<file path="src/rtl/dispense_arbiter_if.sv">
// Handshake bundle between the channel FSMs / shared timer and the dispense arbiter.
// The arbiter takes the slave view; the channels and timer take the master view.
interface dispense_arbiter_if #(
  parameter int N_REQ = 4
);
  localparam int W = (N_REQ > 1) ? $clog2(N_REQ) : 1;

  logic [N_REQ-1:0] i_req;
  logic             i_end_count;
  logic             i_fault_clr;
  logic             o_start_count;
  logic [N_REQ-1:0] o_gnt;
  logic [W-1:0]     o_gnt_id;
  logic [N_REQ-1:0] o_done;
  logic             o_busy;
  logic             o_fault;
  logic [W-1:0]     o_fault_id;

  modport slave (
    input  i_req, i_end_count, i_fault_clr,
    output o_start_count, o_gnt, o_gnt_id, o_done, o_busy, o_fault, o_fault_id
  );

  modport master (
    output i_req, i_end_count, i_fault_clr,
    input  o_start_count, o_gnt, o_gnt_id, o_done, o_busy, o_fault, o_fault_id
  );
endinterface

</file>
<file path="src/rtl/dispense_arbiter.sv">
// Round-robin owner of the shared dispense timer: grants one channel at a time,
// sequences the timer start/end handshake and traps a timer that never expires.
module dispense_arbiter #(
  parameter int          N_REQ   = 4,
  parameter logic [31:0] TIMEOUT = 32'h0100_0000
) (
  input  logic               i_clk,
  input  logic               i_rst,
  dispense_arbiter_if.slave  bus
);
  localparam int W = (N_REQ > 1) ? $clog2(N_REQ) : 1;

  typedef enum logic [2:0] {
    S_IDLE,
    S_GRANT,
    S_RUN,
    S_RELEASE,
    S_FAULT
  } state_t;

  state_t           state_q, state_d;
  logic [W-1:0]     last_q, last_d;
  logic [31:0]      wd_q, wd_d;
  logic [N_REQ-1:0] gnt_q, gnt_d;
  logic [W-1:0]     gnt_id_q, gnt_id_d;
  logic [N_REQ-1:0] done_q, done_d;
  logic             start_q, start_d;
  logic             busy_q, busy_d;
  logic             fault_q, fault_d;
  logic [W-1:0]     fault_id_q, fault_id_d;

  logic [W-1:0]     win_id;
  logic             win_vld;
  logic [31:0]      idx;

  // Search upward from the channel after the last one served, wrapping at N_REQ.
  always_comb begin
    win_id  = '0;
    win_vld = 1'b0;
    idx     = '0;
    for (int unsigned k = 1; k <= N_REQ; k++) begin
      idx = k + {{(32-W){1'b0}}, last_q};
      if (idx >= 32'(N_REQ)) idx = idx - 32'(N_REQ);
      if (!win_vld && bus.i_req[idx[W-1:0]]) begin
        win_vld = 1'b1;
        win_id  = idx[W-1:0];
      end
    end
  end

  always_comb begin
    state_d    = state_q;
    last_d     = last_q;
    wd_d       = wd_q;
    gnt_d      = gnt_q;
    gnt_id_d   = gnt_id_q;
    done_d     = '0;
    fault_d    = fault_q;
    fault_id_d = fault_id_q;

    unique case (state_q)
      S_IDLE: begin
        if (win_vld) begin
          state_d          = S_GRANT;
          gnt_d            = '0;
          gnt_d[win_id]    = 1'b1;
          gnt_id_d         = win_id;
        end
      end
      S_GRANT: begin
        wd_d    = '0;
        state_d = S_RUN;
      end
      S_RUN: begin
        wd_d = wd_q + 32'd1;
        // Expiry takes precedence over the watchdog when both land together.
        if (bus.i_end_count) begin
          state_d = S_RELEASE;
          done_d  = gnt_q;
        end else if (wd_q == TIMEOUT - 32'd1) begin
          state_d    = S_FAULT;
          gnt_d      = '0;
          last_d     = gnt_id_q;
          fault_d    = 1'b1;
          fault_id_d = gnt_id_q;
        end
      end
      S_RELEASE: begin
        last_d  = gnt_id_q;
        gnt_d   = '0;
        state_d = S_IDLE;
      end
      S_FAULT: begin
        if (bus.i_fault_clr) begin
          state_d = S_IDLE;
          fault_d = 1'b0;
        end
      end
      default: state_d = S_IDLE;
    endcase

    // Outputs are registered from the next state so they align with the state they describe.
    start_d = (state_d == S_RUN);
    busy_d  = (state_d != S_IDLE);
  end

  always_ff @(posedge i_clk or negedge i_rst) begin
    if (!i_rst) begin
      state_q    <= S_IDLE;
      last_q     <= W'(N_REQ - 1);
      wd_q       <= '0;
      gnt_q      <= '0;
      gnt_id_q   <= '0;
      done_q     <= '0;
      start_q    <= 1'b0;
      busy_q     <= 1'b0;
      fault_q    <= 1'b0;
      fault_id_q <= '0;
    end else begin
      state_q    <= state_d;
      last_q     <= last_d;
      wd_q       <= wd_d;
      gnt_q      <= gnt_d;
      gnt_id_q   <= gnt_id_d;
      done_q     <= done_d;
      start_q    <= start_d;
      busy_q     <= busy_d;
      fault_q    <= fault_d;
      fault_id_q <= fault_id_d;
    end
  end

  assign bus.o_start_count = start_q;
  assign bus.o_gnt         = gnt_q;
  assign bus.o_gnt_id      = gnt_id_q;
  assign bus.o_done        = done_q;
  assign bus.o_busy        = busy_q;
  assign bus.o_fault       = fault_q;
  assign bus.o_fault_id    = fault_id_q;
endmodule
</file>
<file path="src/flat_wrapper.sv">
// flat-port wrapper written by rule: the top's interface ports become plain ports
module dispense_arbiter_flat 
#(
  parameter int          N_REQ   = 4,
  parameter logic [31:0] TIMEOUT = 32'h0100_0000
)
  (i_clk, i_rst, bus_i_req, bus_i_end_count, bus_i_fault_clr, bus_o_start_count, bus_o_gnt, bus_o_gnt_id, bus_o_done, bus_o_busy, bus_o_fault, bus_o_fault_id);
  dispense_arbiter_if #(.N_REQ(N_REQ)) bus_i ();
  input  logic i_clk;
  input  logic i_rst;
  input wire logic [$bits(bus_i.i_req)-1:0] bus_i_req;
  input wire logic [$bits(bus_i.i_end_count)-1:0] bus_i_end_count;
  input wire logic [$bits(bus_i.i_fault_clr)-1:0] bus_i_fault_clr;
  output wire logic [$bits(bus_i.o_start_count)-1:0] bus_o_start_count;
  output wire logic [$bits(bus_i.o_gnt)-1:0] bus_o_gnt;
  output wire logic [$bits(bus_i.o_gnt_id)-1:0] bus_o_gnt_id;
  output wire logic [$bits(bus_i.o_done)-1:0] bus_o_done;
  output wire logic [$bits(bus_i.o_busy)-1:0] bus_o_busy;
  output wire logic [$bits(bus_i.o_fault)-1:0] bus_o_fault;
  output wire logic [$bits(bus_i.o_fault_id)-1:0] bus_o_fault_id;
  assign bus_i.i_req = bus_i_req;
  assign bus_i.i_end_count = bus_i_end_count;
  assign bus_i.i_fault_clr = bus_i_fault_clr;
  assign bus_o_start_count = bus_i.o_start_count;
  assign bus_o_gnt = bus_i.o_gnt;
  assign bus_o_gnt_id = bus_i.o_gnt_id;
  assign bus_o_done = bus_i.o_done;
  assign bus_o_busy = bus_i.o_busy;
  assign bus_o_fault = bus_i.o_fault;
  assign bus_o_fault_id = bus_i.o_fault_id;
  dispense_arbiter #(.N_REQ(N_REQ), .TIMEOUT(TIMEOUT)) u_core (.i_clk(i_clk), .i_rst(i_rst), .bus(bus_i));
endmodule
</file>
<file path="config.mk">
export PLATFORM = sky130hd
export DESIGN_NAME = dispense_arbiter_flat
export DESIGN_NICKNAME = d
export VERILOG_FILES = /design/src/rtl/dispense_arbiter_if.sv /design/src/rtl/dispense_arbiter.sv /design/src/flat_wrapper.sv
export SDC_FILE = /design/constraint.sdc
export NUM_CORES = 1
export LEC_CHECK = 0
export CAP_MARGIN = 20
export CORE_ASPECT_RATIO = 0.8
export CORE_MARGIN = 2
export CORE_UTILIZATION = 57
export CTS_CLUSTER_DIAMETER = 60
export DETAILED_ROUTE_END_ITERATION = 12
export GPL_TIMING_DRIVEN = 0
export PLACE_DENSITY = 0.79
export SETUP_SLACK_MARGIN = 0.5
export SYNTH_ARGS = -nofsm -noshare
export SYNTH_HDL_FRONTEND = slang
export SYNTH_SLANG_ARGS = --single-unit
</file>
<file path="constraint.sdc">
create_clock -name i_clk -period 3 [get_ports i_clk]
set_input_delay 0.75 -clock i_clk [delete_from_list [all_inputs] [get_ports i_clk]]
set_output_delay 0.75 -clock i_clk [all_outputs]
set_load 0.05 [all_outputs]
</file>
== Word level (Yosys, flattened, before mapping) ==
Cells that the tools add are included.

* Register bits after elaboration: 52
* Bits of input ports: 8
* Output and inout bits: 15
* Word-level logic and storage cells: 99

* Add/subtract/negate cells: 9
* $lt $le $gt $ge: 10
* Equality and inequality tests: 10
* Muxes and demuxes: 41
* Bitwise gates (word level): 1
* Reduce and logical (&&, ||, !) cells: 18

{| class="wikitable"
|+ Operators with widths
! kind !! count
|-
| $pmux 32 s2 || 1
|-
| $add 32x1->32 const B || 1
|-
| $eq 32x24->1 const B || 1
|-
| $mux 2 || 10
|-
| $mux 4 || 5
|-
| $lt 2x3->1 const B || 5
|-
| $mux 1 || 12
|-
| $mux 3 || 4
|-
| $pmux 3 s4 || 1
|-
| $pmux 4 s3 || 1
|-
| $eq 3x2->1 const B || 3
|-
| $ge 3x3->1 const B || 3
|-
| $bmux 1 s2 || 4
|-
| $reduce_and 4->1 || 2
|-
| $sub 2x1->2 const B || 4
|-
| $add 2x2->3 const A || 2
|-
| $reduce_and 3->1 || 2
|-
| $reduce_bool 2->1 || 3
|-
| $reduce_bool 3->1 || 2
|-
| $add 3x2->4 const A || 1
|-
| $ge 4x3->1 const B || 1
|-
| $logic_and 1x1->1 || 4
|-
| $ne 2x1->1 const B || 2
|-
| $ne 2x2->1 const B || 2
|-
| other kinds (11) || 13
|}

== Longest topological paths before layout ==
Gate-level depths: netlist (run 1).

* Word-level depth: 21
* Gate-level depth with buffers: 8
* Depth with buffers taken out: 6

== Worst setup path after synthesis (run 1) ==
No wires, ideal clock.

* Path type: reg-to-reg
* Start point: reg u_core.wd_q[0]
* End point: reg u_core.gnt_q[2], in the netlist u_core.bus.o_gnt[2]
* Library setup time: 122 ps
* Arrival time: 2012 ps
* Required time: 2878 ps
* Slack: 866 ps
* Cell stages (with the launch flop): 6
* Buffers on the path: 0
* Clock period less this slack: 2134 ps
* Cell sequence: dfrtp_1 -> ha_1 -> nand3_1 -> or4_4 -> or4b_4 -> a32o_1

* Word-level cells in the longest chain between the ends: 3

{| class="wikitable"
|+ RTL lines
! what !! RTL line !! text
|-
| from (decl) || dispense_arbiter.sv:23 || <nowiki>logic [31:0] wd_q, wd_d;</nowiki>
|-
| from (signal assigned) || dispense_arbiter.sv:122 || <nowiki>wd_q <= wd_d;</nowiki>
|-
| $eq 32x24->1 || dispense_arbiter.sv:80 || <nowiki>end else if (wd_q == TIMEOUT - 32'd1) begin</nowiki>
|-
| $ne 2x1->1 (no line) || -- ||
|-
| $reduce_and 4->1 (no line) || -- ||
|-
| to (signal assigned) || dispense_arbiter.sv:123 || <nowiki>gnt_q <= gnt_d;</nowiki>
|-
| to (decl) || dispense_arbiter.sv:24 || <nowiki>logic [N_REQ-1:0] gnt_q, gnt_d;</nowiki>
|}

Every way passes these cells.
A chain may end at the register's enable or synchronous reset.

== Final worst setup path (run 1) ==
* Start point: reg u_core.wd_q[0]
* End point: reg u_core.gnt_q[1], in the netlist u_core.bus.o_gnt[1]

Same word-level chain as after synthesis.

==> results.cfg, run 1 <==
[status]
outcome = completed

[timing]
setup_viol = 0
worst_pin_slew_ns = 0.584
period_needed_ns = 2.39
fin_crit_sh = 0.796
holdWs_ns = 0.328
fmax_mhz = 419
finalMaxSlewViolations = 0
hold_viol = 0
max_slew_margin = 0.607
fin_ws_ns = 0.612
setup_tns_ns = 0
fin_worst_skew_ns = 0.0112
rsz0062_at_grt = false

[floorplanning]
fp.dieW_um = 80.5
rows = 22
die_y_um = 65.2
core_sq_mm = 0.00454
initial_core_util = 0.587
dieArea_sq_mm = 0.00524
pin_count = 23

[clock_network]
path_clk_slew_ns = 0.10
insertion_delay_ns = 0.32
cts_tree = done
cts_made_buffers = 5
cts_sinks = 52
postCtsHoldBufs = 0
htreeDepth = 2
cts-root-buf = clkbuf_8
clockBufferDepth = 2

[job]
maxCapViolations = 0

[grt]
grt_max_degree = 39
grt_usage = 0.266
grt_pass1_wl_um = 10700
overflow = 0
antenna_found_initial = 0
grt_pass1_vias = 2200

[worst_setup_path]
critical_path_arrival_ns = 2.59
regToRegStartpoint = u_core.wd_q[0]
path_class = flop to flop
regToRegEndpoint = u_core.bus.o_gnt[1]
crit_fanout = 7
cp.required_ns = 3.20
r2r_cells = 5
r2r_slack_ns = 0.61
start_kind = flop
end_kind = flop

[final_layout]
diodes = 0
drive_above_1_share = 0.0952
area_delta_synth_final_pct = 16.1
seq_area_sq_mm = 0.00130
fillCellCount = 367
final_cells = 375
multi_input_area_sq_mm = 0.00131
nets = 323
finalInstanceArea_sq_mm = 0.00309
fin_util = 0.681

[logic_synthesis]
netlist_instances = 283
yosysTopAreaCell = dfrtp_1
synthTopCellsByCount = 50 x dfrtp_1, 46 x o21ai_0, 20 x nand2_1, 16 x nand3_1, 14 x a21oi_1
yosys_register_bits = 52
ys_warn_count = 0
seq_area_frac_synth = 0.489
yosys.cell_count.top_type = dfrtp_1
avgSynthCellArea_sq_um = 9.42
synth_area_leaders = dfrtp_1 47%, o21ai_0 8.6%, nand3_1 3.0%
netlist.area_leader.share = 0.469
synth_top_flop_cell = dfrtp_1
synth_fp_nets = 292
synth_area_sq_mm = 0.00267
synth_edf_count = 0
synthArstFlopShare = 1.00
synth_cell_types = 47

[worst_hold_path]
min-delay-path-class = primary input to async pin

[route]
drtIter0Drc = 258
drtPass1Iterations = 5
detail_route.wl_per_cell_um = 16.7
viasPerCell = 6.48
drc = 0
postRouteAntennaNets = 0
vias = 2429
drt-total-wl_um = 6260

[placed_design]
place_ws_ns = 0.447
dp.cells = 366
io_buffers = 22
placed_area_sq_mm = 0.00298
hpwl_um = 4340
gp_congestion = 0.876

[power_and_ir_drop]
irDropWorstVdd_mv = 0.528
power.density_mw_per_mm2 = 785
power_leakage_nw = 1.26
fin_total_pwr_mw = 2.43
registers in the layout, summed over array words and instances (netlist names):
register,flops
u_core.wd_q,32
u_core.bus.o_done,4
u_core.bus.o_gnt,4
u_core.state_q,3
u_core.bus.o_fault_id,2
u_core.bus.o_gnt_id,2
u_core.last_q,2
u_core.bus.o_busy,1
u_core.bus.o_fault,1
u_core.bus.o_start_count,1
how the worst max path moves through the flow:
stage / from / end / slack, ns
final: u_core.wd_q[0] / u_core.bus.o_gnt[1] / 0.61
after detailed placement: bus_i_end_count / u_core.bus.o_fault_id[1] / 0.45
after CTS: u_core.wd_q[0] / u_core.wd_q[26] / 0.55
after floorplan: u_core.wd_q[0] / u_core.bus.o_gnt[2] / 0.87
after global routing: u_core.wd_q[0] / u_core.bus.o_gnt[2] / 0.51
after global placement: i_rst / u_core.bus.o_fault / -0.36
cells by family (layout without fill, tap and decap cells):
kind of cell,Yosys count,count (layout),synth area share
simple gates,111,111,0.236
compound gates,92,92,0.208
flops,52,52,0.489
buf+inv,17,49,0.0244
xor+xnor,5,5,0.0164
mux,5,5,0.0207
fa+ha+maj,1,1,0.00469
metal layers:
layer | global-route usage | routed length [um] | up-vias
met4 | 0.0847 | 93 | 0
met3 | 0.0467 | 432 | 13
met1 | 0.419 | 3040 | 1166
met2 | 0.371 | 2690 | 114
met5 | 0 | 0 | -
li1 | - | - | 1136
layout by cell type, fill, tap and decap left out, types with 5 or more instances in the layout:
cell	synthesis	final
dfrtp_1	50	50
o21ai_0	46	46
clkdlybuf4s50_1	0	21
nand2_1	20	20
nand3_1	16	16
a21oi_1	14	14
nand4_1	12	12
clkbuf_1	12	11
nor2_1	12	11
and3_1	8	8
a31oi_1	7	7
nor3_1	8	6
clkbuf_8	0	6
nand2b_1	5	5
nor2b_1	6	5
o211ai_1	5	5
final cells by class:
cell class,instances,area share
buffer,14,0.0186
clock buffer,7,0.0279
clock inverter,1,0.00243
inverter,3,0.00364
multi-input combinational,214,0.424
sequential,52,0.422
tap,60,0.0243
timing repair buffer,24,0.0777
power breakdown:
group          leakage (nW)  internal [mW]  switching (mW)
Combinational         0.515          0.349           0.754
Sequential            0.702          0.813          0.0842
Clock                0.0445          0.188           0.239
worst max-delay path, stage by stage (launching register included):
cell and delay (ns):
dfrtp_1 0.45, ha_1 0.25, nand3_1 0.21, or4_4 0.56, or4b_4 0.52, a32o_1 0.29
what timing repair did:
item,4_1_cts,5_1_grt
endpoints found under the hold margin,0,0
resized for setup,0,9
setup endpoints to repair,0,24
setup buffers,0,0
(Power assumes the default switching activity.)
==> inputs of run 2 (changes only) <==
--- a/config.mk
+++ b/config.mk
@@ -8,11 +8,11 @@
 export CAP_MARGIN = 20
 export CORE_ASPECT_RATIO = 0.8
 export CORE_MARGIN = 2
-export CORE_UTILIZATION = 57
+export CORE_UTILIZATION = 52
 export CTS_CLUSTER_DIAMETER = 60
 export DETAILED_ROUTE_END_ITERATION = 12
 export GPL_TIMING_DRIVEN = 0
-export PLACE_DENSITY = 0.79
+export PLACE_DENSITY = 0.76
 export SETUP_SLACK_MARGIN = 0.5
 export SYNTH_ARGS = -nofsm -noshare
 export SYNTH_HDL_FRONTEND = slang
==> constraint.sdc (replaced) <==
create_clock -name i_clk -period 2.15 [get_ports i_clk]
set_input_delay 0.5375 -clock i_clk [delete_from_list [all_inputs] [get_ports i_clk]]
set_output_delay 0.5375 -clock i_clk [all_outputs]
set_load 0.05 [all_outputs]
==> run 2 against run 1 <==
Compared with the run above: clock-buffer cell count down 1; setup slack got worse by 0.57 ns; final cell count is 9.9% higher; fmax is 13% higher; sequential cell count did not move; die area is 9.1% higher; clock skew down 0.0010 ns; final area up 21%; non-clock buffer count up 35; global-route usage down 1.1 points; wire length rose by 25%; hold slack got worse by 0.16 ns; critical path type unchanged; largest power group unchanged.
==> results.cfg, run 2 (synthesis gave the netlist of run 1 again) <==
[final_layout]
final_cells = 412
diodes = 0
largest_reg_flops = 32
nets = 358
finalInstanceArea_sq_mm = 0.00373
top_register = u_core.wd_q
area_delta_synth_final_pct = 40.0
fillCellCount = 312
drive_above_1_share = 0.369
layout_commonest_cell = dfrtp_1
final_cell_mix = 47 x dfrtp_1, 34 x buf_4, 30 x o21ai_0

[status]
outcome = completed

[clock_network]
path_clk_slew_ns = 0.10
clockBufferDepth = 2
postCtsHoldBufs = 0
cts_made_buffers = 5
cts_sinks = 52
cts-root-buf = clkbuf_8
htreeDepth = 2
insertion_delay_ns = 0.30
cts_tree = done

[route]
vias = 2677
viasPerCell = 6.50
wl_met3_um = 554
detail_route.wl_per_cell_um = 19.0
postRouteAntennaNets = 0
met1_length_um = 3390
drc = 0
drtIter0Drc = 339
drtPass1Iterations = 5
highest_layer = met4
met2_length_um = 3630
drt-total-wl_um = 7810

[timing]
period_needed_ns = 2.11
max_slew_margin = 0.694
fin_worst_skew_ns = 0.0101
finalMaxSlewViolations = 0
hold_viol = 0
fin_crit_sh = 0.981
worst_pin_slew_ns = 0.459
rsz0062_at_grt = true
fmax_mhz = 474
fin_ws_ns = 0.0417
setup_viol = 0

[worst_setup_path]
end_kind = flop
critical_path_arrival_ns = 2.31
regToRegStartpoint = u_core.wd_q[7]
r2r_cells = 4
cp.required_ns = 2.35
start_kind = flop
r2r_slack_ns = 0.04
regToRegEndpoint = u_core.bus.o_gnt[2]
crit_fanout = 5
path_class = flop to flop

[power_and_ir_drop]
irDropWorstVdd_mv = 0.945
power_leakage_nw = 1.68
power.density_mw_per_mm2 = 989

[placed_design]
gp_congestion = 0.894
io_buffers = 22
place_ws_ns = -0.244
hpwl_um = 4330
placed_area_sq_mm = 0.00302
dp.cells = 368

[floorplanning]
core_sq_mm = 0.00498
die_y_um = 68.0
dieArea_sq_mm = 0.00572
pin_count = 23
rows = 23
fp.dieW_um = 84.0
initial_core_util = 0.535

[grt]
antenna_found_initial = 0
grt_usage = 0.254
grt_pass1_vias = 2395
grt_max_degree = 34
grt_pass1_wl_um = 11600
overflow = 0

[job]
maxCapViolations = 0

[worst_hold_path]
min-delay-path-class = primary input to async pin
run 2: changes by cell type in the layout (fill, tap and decap cells not counted), moves of 10 or more:
cell             previous run  this run
o21ai_0                    46        30
clkdlybuf4s15_2             0        10
clkbuf_1                   11         1
clkdlybuf4s50_1            21         2
buf_4                       0        34
o21ai_1                     0        15
run 2: worst max path at each step:
stage | startpoint | endpoint | cells after the start
floorplan | u_core.wd_q[0] | u_core.bus.o_gnt[2] | 5
global placement | i_rst | u_core.bus.o_gnt_id[1] | 1
detailed placement | bus_i_end_count | u_core.last_q[0] | 6
CTS | u_core.wd_q[1] | u_core.bus.o_gnt[2] | 5
global route | u_core.wd_q[4] | u_core.bus.o_gnt[2] | 5
finish | u_core.wd_q[7] | u_core.bus.o_gnt[2] | 4
run 2: power by group:
| group | internal [mW] | leakage, nW | switching (mW) |
|---|---|---|---|
| clock | 0.228 | 0.0412 | 0.324 |
| combinational | 0.674 | 0.942 | 1.21 |
| sequential | 1.14 | 0.698 | 0.115 |
| total | 2.04 | 1.68 | 1.65 |
run 2: area by class of cell:
type / count / area, sq um / area share
plain buffers: 14 / 129 / 0.0346
well taps: 62 / 77.6 / 0.0208
clock buffers: 6 / 72.6 / 0.0195
inverters: 3 / 11.3 / 0.00302
repair buffers: 59 / 514 / 0.138
flip-flops and latches: 52 / 1310 / 0.351
multi-input cells: 214 / 1610 / 0.430
clock inverters: 2 / 12.5 / 0.00335
run 2: metal layers:
layer  vias to the layer above  GRT usage
met5                         -          0
met4                         0     0.0585
met3                        32     0.0434
met2                       149      0.393
met1                      1290      0.378
li1                       1206          -
run 2: timing repair:
item | 4_1_cts | 5_1_grt
pin swaps | 8 | 13
resized for setup | 93 | 71
setup buffers | 23 | 13
setup endpoints to repair | 65 | 52
run 2: critical path: stages (launching register included):
cell	delay, ns
dfrtp_2	0.41
nand4_4	0.17
or4_4	0.60
or4b_4	0.53
a32o_2	0.29
run 2: stage by stage:
stage	total power, mW	setup TNS [ns]	utilization	hold WS [ns]
6_report	3.69	0	0.749	0.168
5_1_grt	3.88	-0.000827	0.749	0.183
3_5_place_dp	2.81	-2.44	0.606	0.480
4_1_cts	3.55	0	0.706	0.184
3_3_place_gp	2.79	-53.23	0.603	0.472
2_1_floorplan	2.31	0	-	0.242
